`src/rtl/adc_serial_capture_if.sv`:
```
// AXI4-Stream beat bus carrying one sign-extended ADC sample per channel.
interface adc_serial_capture_if;
   logic [31:0] tdata;
   logic [3:0]  tuser;
   logic        tlast;
   logic        tvalid;
   logic        tready;

   modport master (output tdata, output tuser, output tlast, output tvalid, input tready);
   modport slave  (input tdata, input tuser, input tlast, input tvalid, output tready);
endinterface

```
`src/rtl/adc_serial_capture.sv`:
```
// Serial ADC deserializer: shifts N_CH lanes MSB-first between word_sync pulses,
// parks each finished frame in a one-frame holding buffer and replays it as a
// channel-serialized AXI4-Stream. Overruns and mid-frame syncs are flagged.
module adc_serial_capture #(
   parameter int N_CH     = 8,
   parameter int ADC_BITS = 18
) (
   input  logic             data_clk,
   input  logic             reset,
   input  logic             acq_enable,
   input  logic             adc_word_sync,
   input  logic [N_CH-1:0]  adc_sdata,
   adc_serial_capture_if.master m,
   output logic [31:0]      frame_cnt,
   output logic [15:0]      drop_cnt,
   output logic             overrun,
   output logic             sync_err,
   input  logic             clear_flags
);

   localparam int                PTR_W    = (N_CH > 1) ? $clog2(N_CH) : 1;
   localparam logic [4:0]        LAST_BIT = 5'(ADC_BITS - 1);
   localparam logic [PTR_W-1:0]  LAST_CH  = PTR_W'(N_CH - 1);

   typedef enum logic [1:0] {
      IDLE  = 2'd0,
      SHIFT = 2'd1,
      LOAD  = 2'd2
   } state_t;

   state_t               state, state_nxt;
   logic [4:0]           bit_cnt;
   logic [ADC_BITS-1:0]  sreg [N_CH];
   logic [ADC_BITS-1:0]  hold [N_CH];
   logic                 full;
   logic [PTR_W-1:0]     ptr;
   logic                 start, resync, beat, drain, load_ok, load_drop;

   function automatic logic [31:0] sign_ext(input logic [ADC_BITS-1:0] v);
      return {{(32-ADC_BITS){v[ADC_BITS-1]}}, v};
   endfunction

   function automatic logic [15:0] sat_inc(input logic [15:0] v);
      return (v == 16'hFFFF) ? v : v + 16'd1;
   endfunction

   assign start     = adc_word_sync & acq_enable;
   assign resync    = (state == SHIFT) & adc_word_sync;
   assign beat      = full & m.tready;
   assign drain     = beat & (ptr == LAST_CH);
   // A buffer whose last beat leaves this cycle counts as free for the load.
   assign load_ok   = (state == LOAD) & (~full | drain);
   assign load_drop = (state == LOAD) & full & ~drain;

   assign m.tvalid = full;
   assign m.tdata  = sign_ext(hold[ptr]);
   assign m.tuser  = 4'(ptr);
   assign m.tlast  = full & (ptr == LAST_CH);

   // Capture FSM state register.
   always_ff @(posedge data_clk or posedge reset) begin
      if (reset) state <= IDLE;
      else       state <= state_nxt;
   end

   // Capture FSM next state; a sync inside SHIFT realigns without leaving SHIFT.
   always_comb begin
      state_nxt = state;
      unique case (state)
         IDLE:    if (start) state_nxt = SHIFT;
         SHIFT:   if (!adc_word_sync && bit_cnt == LAST_BIT) state_nxt = LOAD;
         LOAD:    state_nxt = start ? SHIFT : IDLE;
         default: state_nxt = IDLE;
      endcase
   end

   // Bit counter and per-lane shift registers; the resync edge itself carries no data bit.
   always_ff @(posedge data_clk or posedge reset) begin
      if (reset) begin
         bit_cnt <= '0;
         for (int i = 0; i < N_CH; i++) sreg[i] <= '0;
      end else if (state == SHIFT) begin
         if (adc_word_sync) begin
            bit_cnt <= '0;
         end else begin
            bit_cnt <= (bit_cnt == LAST_BIT) ? 5'd0 : bit_cnt + 5'd1;
            for (int i = 0; i < N_CH; i++) sreg[i] <= {sreg[i][ADC_BITS-2:0], adc_sdata[i]};
         end
      end else begin
         bit_cnt <= '0;
      end
   end

   // Holding buffer and beat pointer; a load overrides the drain of the same cycle.
   always_ff @(posedge data_clk or posedge reset) begin
      if (reset) begin
         full <= 1'b0;
         ptr  <= '0;
         for (int i = 0; i < N_CH; i++) hold[i] <= '0;
      end else begin
         if (beat) begin
            if (ptr == LAST_CH) begin
               full <= 1'b0;
               ptr  <= '0;
            end else begin
               ptr <= ptr + PTR_W'(1);
            end
         end
         if (load_ok) begin
            full <= 1'b1;
            ptr  <= '0;
            for (int i = 0; i < N_CH; i++) hold[i] <= sreg[i];
         end
      end
   end

   // Frame/drop counters and sticky flags; a new event beats a simultaneous clear.
   always_ff @(posedge data_clk or posedge reset) begin
      if (reset) begin
         frame_cnt <= '0;
         drop_cnt  <= '0;
         overrun   <= 1'b0;
         sync_err  <= 1'b0;
      end else begin
         if (load_ok) frame_cnt <= frame_cnt + 32'd1;

         if (load_drop)        overrun <= 1'b1;
         else if (clear_flags) overrun <= 1'b0;

         if (resync)           sync_err <= 1'b1;
         else if (clear_flags) sync_err <= 1'b0;

         if (clear_flags)    drop_cnt <= load_drop ? 16'd1 : 16'd0;
         else if (load_drop) drop_cnt <= sat_inc(drop_cnt);
      end
   end

endmodule

```
`src/flat_wrapper.sv`:
```
// flat-port wrapper written by rule: the top's interface ports become plain ports
module adc_serial_capture_flat 
#(
   parameter int N_CH     = 8,
   parameter int ADC_BITS = 18
)
  (data_clk, reset, acq_enable, adc_word_sync, adc_sdata, frame_cnt, drop_cnt, overrun, sync_err, clear_flags, m_tdata, m_tuser, m_tlast, m_tvalid, m_tready);
  adc_serial_capture_if m_i ();
  input  logic data_clk;
  input  logic reset;
  input  logic acq_enable;
  input  logic adc_word_sync;
  input  logic [N_CH-1:0] adc_sdata;
  output logic [31:0] frame_cnt;
  output logic [15:0] drop_cnt;
  output logic overrun;
  output logic sync_err;
  input  logic clear_flags;
  output wire logic [$bits(m_i.tdata)-1:0] m_tdata;
  output wire logic [$bits(m_i.tuser)-1:0] m_tuser;
  output wire logic [$bits(m_i.tlast)-1:0] m_tlast;
  output wire logic [$bits(m_i.tvalid)-1:0] m_tvalid;
  input wire logic [$bits(m_i.tready)-1:0] m_tready;
  assign m_tdata = m_i.tdata;
  assign m_tuser = m_i.tuser;
  assign m_tlast = m_i.tlast;
  assign m_tvalid = m_i.tvalid;
  assign m_i.tready = m_tready;
  adc_serial_capture #(.N_CH(N_CH), .ADC_BITS(ADC_BITS)) u_core (.data_clk(data_clk), .reset(reset), .acq_enable(acq_enable), .adc_word_sync(adc_word_sync), .adc_sdata(adc_sdata), .m(m_i), .frame_cnt(frame_cnt), .drop_cnt(drop_cnt), .overrun(overrun), .sync_err(sync_err), .clear_flags(clear_flags));
endmodule
```
`config.mk`:
```
export PLATFORM = sky130hd
export DESIGN_NAME = adc_serial_capture_flat
export DESIGN_NICKNAME = d
export VERILOG_FILES = /design/src/rtl/adc_serial_capture_if.sv /design/src/rtl/adc_serial_capture.sv /design/src/flat_wrapper.sv
export SDC_FILE = /design/constraint.sdc
export NUM_CORES = 1
export LEC_CHECK = 0
export CAP_MARGIN = 15
export CORE_UTILIZATION = 40
export DETAILED_ROUTE_END_ITERATION = 8
export SYNTH_ARGS = -nofsm -noshare
export SYNTH_HDL_FRONTEND = slang
export SYNTH_SLANG_ARGS = --single-unit
export TNS_END_PERCENT = 100
```
`constraint.sdc`:
```
create_clock -name data_clk -period 13.8 [get_ports data_clk]
set_clock_uncertainty 0.15 [all_clocks]
set_input_delay 1.38 -clock data_clk [delete_from_list [all_inputs] [get_ports data_clk]]
set_output_delay 1.38 -clock data_clk [all_outputs]
set_load 0.005 [all_outputs]
```
# Yosys cells after proc, flatten, opt, wreduce, memory -nomap -nowiden
# Index checks and enable logic that the tools add are counted.
[classes]
add_sub_neg = 4
n_reduce_logical = 11
muxes = 23
multipliers = 0
n_bitwise = 13
n_eq_ne = 8
n_div = 0
shifts = 0
n_lt_le_gt_ge = 1
[op_table]
columns = ["operator", "n"]
rows = [
  ["binary-select mux 18 bit (select 3 bit)", 1],
  ["2-to-1 mux 16 bit", 3],
  ["2-to-1 mux 18 bit", 2],
  ["adder 32 x 1 -> 32 bit, second input constant", 1],
  ["adder 16 x 1 -> 16 bit, second input constant", 1],
  ["== test 16 bit, second input constant", 1],
  ["2-to-1 mux 5 bit", 3],
  ["2-to-1 mux 3 bit", 3],
  ["bitwise AND 1 bit", 8],
  ["2-to-1 mux 1 bit", 8],
  ["AND reduction 2 bit", 4],
  ["nonzero test 2 bit", 4],
  ["one-hot mux 2 bit (3 select lines)", 1],
  ["adder 5 x 1 -> 5 bit, second input constant", 1],
  ["== test 5 bit, second input constant", 1],
  [">= comparator 4 bit, second input constant", 1],
  ["2-to-1 mux 2 bit", 2],
  ["inequality test 2 bit, second input constant", 2],
  ["inverter 3 -> 4 bit", 1],
  ["adder 3 x 1 -> 3 bit, second input constant", 1],
  ["== test 3 bit, second input constant", 1],
  ["inverter 1 bit", 3],
  ["== test 2 x 1 -> 1 bit, second input constant", 1],
  ["== test 2 bit, second input constant", 1],
  ["other kinds (5)", 5],
]
[totals]
latchBits = 0
output_inout_bits = 88
in_bits = 14
ram_bits = 0
rom_bits = 0
elab_cells = 84
regBits = 349
mem_count = 0

# Longest topological paths before layout
# Gate-level depths: netlist (run 1).
[depth]
word_depth = 6
depth_mapped = 8
ltp_nobuf = 6

# Worst setup path after synthesis (run 1)
# Ideal clock, no wire load.
[synth_timing]
path_type = "register to output"
start = "register u_core.ptr[0]"
end = "output m_tdata[18]"
n_path_buf = 3
slack_ps = 10227
path_stages_with_launch = 6
t_required_ps = 12270
t_arrival_ps = 2043
cell_sequence = "dfrtp_1 > buf_2 > buf_2 > mux4_2 > mux2_2 > buf_4"
[synth_between]
elab_chain_len = 4
[synth_rtl]
columns = ["element", "line_no", "source"]
rows = [
  ["from (decl)", "adc_serial_capture.sv:36", "logic [PTR_W-1:0] ptr;"],
  ["from (signal assigned)", "adc_serial_capture.sv:106", "ptr <= ptr + PTR_W'(1);"],
  ["inverter 3 -> 4 bit (implied by the code)", "adc_serial_capture.sv:56", "assign m.tdata = sign_ext(hold[ptr]);"],
  ["binary-select mux 18 bit (select 3 bit)", "adc_serial_capture.sv:56", ""],
  ["2-to-1 mux 18 bit (implied by the code) (2 in series)", "adc_serial_capture.sv:56", ""],
  ["to (decl)", "flat_wrapper.sv:19", "output wire logic [$bits(m_i.tdata)-1:0] m_tdata;"],
]
# No other way between the ends. The select of a mux whose other input is x is not followed.

# Final worst setup path (run 1)
[layout_timing]
start = "register u_core.ptr[0]"
end = "output m_tdata[23]"
# The elaborated chain is that of the path after synthesis.

==> results.md, run 1 <==
- Antenna cells: 0
- Synth warnings: 0
- Synthesized area: 14820 um2
- CP top delay family: buffers and inverters
- Pleak: 8.499 nW
- Post-CTS Hold Buffers: 0
- Fraction of registers with async set/reset: 100.0%
- Buffers on Ports: 100
- Final setup TNS: 0 ns
- Nets: 1379
- Clk buf depth: 3
- Drt drc: 0
- WL/cell: 16.79 um
- Measured slew at the worst slew-check pin: 1.068 ns
- Die span in y: 194.5 um
- Initial antenna violation count: 0
- Final period demand of the worst path: 4.639 ns
- # H-tree levels: 2
- Ports: 102
- Crit end category: output pin
- Fillers: 3279
- Final ANT Viol Nets: 0
- DR iter-0 viols: 470
- Pwr Total: 2.461 mW
- Cells after synthesis: 1289
- Worst path max stage delay: 0.66 ns
- Worst-path cell chain: buf_4, mux4_2, mux2_2, clkdlybuf4s50_1
- Pre-antenna DRT Iters: 5
- Vias/cell: 5.153
- Clk sinks: 349
- Commonest cells in the netlist: 452 x nand2_1, 349 x dfrtp_1, 167 x mux2_2, 51 x clkbuf_1, 36 x mux4_2
- Status: finished clean
- Die area: 37820 um2
- Final Hold Viols: 0
- RSZ-0062 raised after global routing: false
- Clk root buf: clkbuf_16
- Most common cell in the netlist: nand2_1
- Peak VDD IR: 0.00008201 V
- Synthesized Nets: 1309
- CP Data Arrival Time: 3.11 ns
- Post-DP HPWL: 18440 um
- CP required: 12.27 ns
- Top-area cell type share of the netlist area: 58.94%
- Synth cell types: 37
- WS Path Type: flip-flop to output pin
- Footprint of the multi-input gates: 5689 um2
- Grt ovf: 0
- Largest net degree at the start of global routing: 121
- Final cycle utilization of the critical path: 33.62%
- EDFF count, synth: 0
- Max Slew Vio Count: 0
- Vias in the first global route: 9769
- Clock transition at path regs: 0.06 ns
- Die W: 194.5 um
- Seq/Total Area, Yosys: 58.94%
- Num CTS Buffers: 37
- Worst-path fanout max: 36
- Setup bufs post-CTS: 0
- Post_cts resized: 0
- Worst hold slack: 0.3161 ns
- Row cnt: 70
- Maxcap violations: 0
- Share of cells above drive strength 1: 20.65%
- Synth area leader: dfrtp_1
- Max frequency: 0.2156 GHz
- Initial core utilization: 40.57%
- Critical path's slowest cell: buf_4
- Total Wirelength: 31110 um
- First-pass GRT wire length: 52180 um
- Worst path bufs/invs: 2
- Finish-stage setup viols: 0
- Max_slew headroom: 28.82%
- Synth Register Bits: 349
- Layout area overhead: 17.77%
- Main synth FF type: dfrtp_1
- Crit path launch type: flip-flop
- All-Layer GR Usage: 16.95%
- DR vias: 9548
- Min-delay worst type: flip-flop to flip-flop
- Core area: 36520 um2
- Register area: 8736 um2
- Top post-synthesis cells by area: dfrtp_1 59%, mux2_2 13%, nand2_1 11%, mux4_2 5.5%, xnor2_1 1.6%
- Pwr dens: 141.0 nW/um2
- Worst-Skew Late Latency: 0.52 ns
- Placer Congestion: 0.7815
- Syn Area/Cell: 11.50 um2
- CTS tree: done
power breakdown:
part	internal [mW]	switching [mW]
sequential	1.10	0.0608
combinational	0.0974	0.160
clock	0.644	0.402
total	1.84	0.623
cells by family after synthesis:
family                   share of synthesized area, %
flip-flops                                      58.94
other                                         0.02531
adder cells (fa/ha/maj)                        0.5066
buffers and inverters                           2.862
AO/OA/AOI/OAI                                   1.385
XOR/XNOR                                        2.010
multiplexers                                    18.16
AND/OR/NAND/NOR                                 16.11
layer usage:
layer | up-vias | part of all wire [%] | global-route usage (%)
li1 | 4473 | - | -
met1 | 4829 | 49 | 24.17
met2 | 204 | 45 | 26.96
met3 | 42 | 4.3 | 2.898
met4 | 0 | 1.5 | 4.086
met5 | - | 0 | 0
registers in the layout, summed over array words and instances, names as in the netlist:
name,count
u_core.hold,144
u_core.sreg,144
u_core.frame_cnt,32
u_core.drop_cnt,16
u_core.bit_cnt,5
u_core.ptr,3
u_core.state,2
u_core.m.tvalid,1
u_core.overrun,1
u_core.sync_err,1
area by class of cell:
type,instances,area share (%)
clock buffers,55,6.510
clock inverters,10,0.9034
inverters,9,0.2366
multi-input cells,848,32.60
flip-flops and latches,349,50.06
well taps,468,3.355
repair buffers,114,6.338
path summary, 6_finish.rpt:
path	cells past startpoint	end	slack [ns]	from
max	4	m_tdata[23]	9.16	u_core.ptr[0]
min	1	u_core.frame_cnt[31]	0.32	u_core.frame_cnt[31]
max reg2reg	7	u_core.hold[76]	10.17	u_core.ptr[0]
min reg2reg	1	u_core.frame_cnt[31]	0.32	u_core.frame_cnt[31]
max in group asynchronous	4	u_core.hold[82]	9.77	reset
min in group asynchronous	2	u_core.frame_cnt[13]	1.30	reset
per-stage QoR:
stage / area [um2] / worst slack, ns / utilization [%] / instances
6_report: 17450 / 9.161 / 47.78 / 1853
5_1_grt: 17450 / 8.980 / 47.78 / 1853
4_1_cts: 17450 / 9.062 / 47.78 / 1853
3_5_place_dp: 16160 / 9.005 / 44.24 / 1788
3_3_place_gp: 16160 / 9.008 / 44.24 / 1788
2_1_floorplan: 14820 / 2.592 / - / 1289
worst reg2reg max path, cell delays in order (launching register included):
cell	delay, ns
dfrtp_2	0.41
ha_1	0.17
ha_1	0.23
a21boi_0	0.24
nor2_4	0.16
buf_4	0.74
buf_4	0.91
mux2_2	0.53
layout by cell type, fill, tap and decap left out, drive strengths merged, types with 4 or more instances in the layout:
master and n:
a21oi 15, nor4 7, clkinv 5, mux2 167, and4 4, clkdlybuf4s50 100
nor3 6, nand4 21, buf 14, or4 11, clkbuf 55, and3 8
o31ai 10, xor2 7, mux4 36, nand2 452, nor2b 7, inv 10
o21ai 4, nor2 20, xnor2 27, dfrtp 349, ha 6, nand3 26
bufinv 4
Power figures use the tool's default switching activity.
==> run 2, diff against run 1 <==
==> constraint.sdc (replaced) <==
create_clock -name data_clk -period 4.06 [get_ports data_clk]
set_clock_uncertainty 0.15 [all_clocks]
set_input_delay 0.406 -clock data_clk [delete_from_list [all_inputs] [get_ports data_clk]]
set_output_delay 0.406 -clock data_clk [all_outputs]
set_load 0.005 [all_outputs]
==> run 2 against run 1 <==
  * Die area is the same
  * Critical endpoint is now m_tdata[16]
  * Cell count about the same
  * Critical path depth stayed put
  * Routed wire length decreased by 0.33%
  * Largest cell class unchanged
  * Sequential power rose to 3.4 times the previous value
==> results.md, run 2 (synthesis results as in run 1) <==
- Pwr dens: 464.0 nW/um2
- Status: finished clean
- Final setup TNS: 0 ns
- Pwr Total: 8.085 mW
- DR vias: 9517
- WS Path Type: flip-flop to output pin
- Clk root buf: clkbuf_16
- Die area: 37820 um2
- First-pass GRT wire length: 52440 um
- Combinational fraction of design power: 10.7%
- CP Data Arrival Time: 2.76 ns
- Worst-Skew Late Latency: 0.50 ns
- Post-DP HPWL: 18830 um
- Die W: 194.5 um
- Clk sinks: 349
- Max_slew headroom: 32.93%
- Final ANT Viol Nets: 0
- DR iter-0 viols: 587
- Flop2flop setup slack: 1.28 ns
- Top flop regs: u_core.hold x144, u_core.sreg x144, u_core.frame_cnt x32
- CTS tree: done
- RSZ-0062 raised after global routing: false
- Design Area, Final: 17420 um2
- # H-tree levels: 2
- Post-DP Area: 16270 um2
- Post-CTS Hold Buffers: 0
- Initial antenna violation count: 0
- Row cnt: 70
- Layout area overhead: 17.59%
- Num CTS Buffers: 37
- Finish-stage setup viols: 0
- Min-delay worst type: input port to asynchronous set/reset pin
- Most frequent cells in the layout: 452 x nand2_1, 347 x dfrtp_1, 167 x mux2_2
- Setup bufs post-CTS: 0
- Pre-antenna DRT Iters: 5
- All-Layer GR Usage: 17.01%
- CP required: 3.50 ns
- Crit end category: output pin
- Commonest non-fill, non-tap cell in the layout: nand2_1
- Measured slew at the worst slew-check pin: 1.002 ns
- Buffers on Ports: 100
- Pleak: 8.463 nW
- WL/cell: 16.74 um
- Nets: 1381
- Peak VDD IR: 0.0002739 V
- Reg2reg path depth: 6
- Clock group share of total power: 40.4%
- Core area: 36520 um2
- Share of cells above drive strength 1: 20.30%
- Final cycle utilization of the critical path: 81.62%
- Worst hold slack: 0.1408 ns
- Clk buf depth: 3
- Sequential power share: 48.9%
- Clock transition at path regs: 0.06 ns
- Post_cts resized: 0
- Max Slew Vio Count: 0
- Max frequency: 0.3018 GHz
- Antenna cells: 0
- Final Hold Viols: 0
- Maxcap violations: 0
- Vias/cell: 5.139
- Cell Int Power: 6.018 mW
- Vias in the first global route: 9732
- Ports: 102
- Die span in y: 194.5 um
- Total Wirelength: 31010 um
- Largest net degree at the start of global routing: 147
- Crit path launch type: flip-flop
- Sw Share: 25.56%
- Switching power: 2.067 mW
- Drt drc: 0
- Grt ovf: 0
- Initial core utilization: 40.57%
- Placer Congestion: 0.7924
- Final period demand of the worst path: 3.314 ns
- Worst-path fanout max: 34
==> run 2: changes by cell type in the layout (fill, tap and decap cells not counted) <==
cell,before,now
clkinv_2,4,6
clkinvlp_4,0,2
clkbuf_8,10,4
clkbuf_1,6,10
bufinv_16,4,3
buf_4,14,8
clkbuf_16,39,37
inv_6,1,0
inv_8,1,0
buf_12,0,8
==> run 2: path summary, 6_finish.rpt <==
check	endpoint	from
min reg2reg	u_core.frame_cnt[31]	u_core.frame_cnt[31]
max in group asynchronous	u_core.ptr[1]	reset
max reg2reg	u_core.hold[44]	u_core.ptr[2]
min in group data_clk	u_core.sreg[54]	adc_sdata[4]
min	u_core.drop_cnt[11]	reset
max	m_tdata[16]	u_core.ptr[0]
==> run 2: final cells by class <==
cell class,instances,area (um2)
clock buffer,51,1018
clock inverter,11,136.4
fill,3350,19100
inverter,9,37.54
multi-input combinational,848,5689
sequential,349,8736
tap,468,585.6
timing repair buffer,116,1221
==> run 2: power by group through the flow <==
stage	combinational, mW	clock, mW	sequential, mW
2_1_floorplan	0.635	0	3.93
3_3_place_gp	0.886	0	4.01
3_5_place_dp	0.897	0	4.02
4_1_cts	0.901	3.37	3.96
5_1_grt	0.987	3.49	3.99
6_report	0.869	3.26	3.95
==> run 2: critical path, stage by stage (launching register included) <==
cell             delay (ns)
dfrtp_2                0.49
buf_12                 0.33
mux4_2                 0.54
mux2_2                 0.32
clkdlybuf4s50_1        0.55
==> run 2: stage by stage <==
stage,std cells,util [%],setup WS [ns]
after global routing,1852,47.71,0.6207
after detailed placement,1790,44.55,1.234
after global placement,1790,44.55,1.268
after CTS,1852,47.71,0.6981
after floorplan,1289,-,-1.168
final,1852,47.71,0.7463
==> run 2: per-layer routing <==
metal  global-route usage [%]  routed length [um]  vias to the layer above
met5                        0                   0                        -
met4                    3.909                 544                        0
met3                    2.742                1287                       38
met2                    27.74               14690                      198
met1                    23.86               14480                     4817
li1                         -                   -                     4464
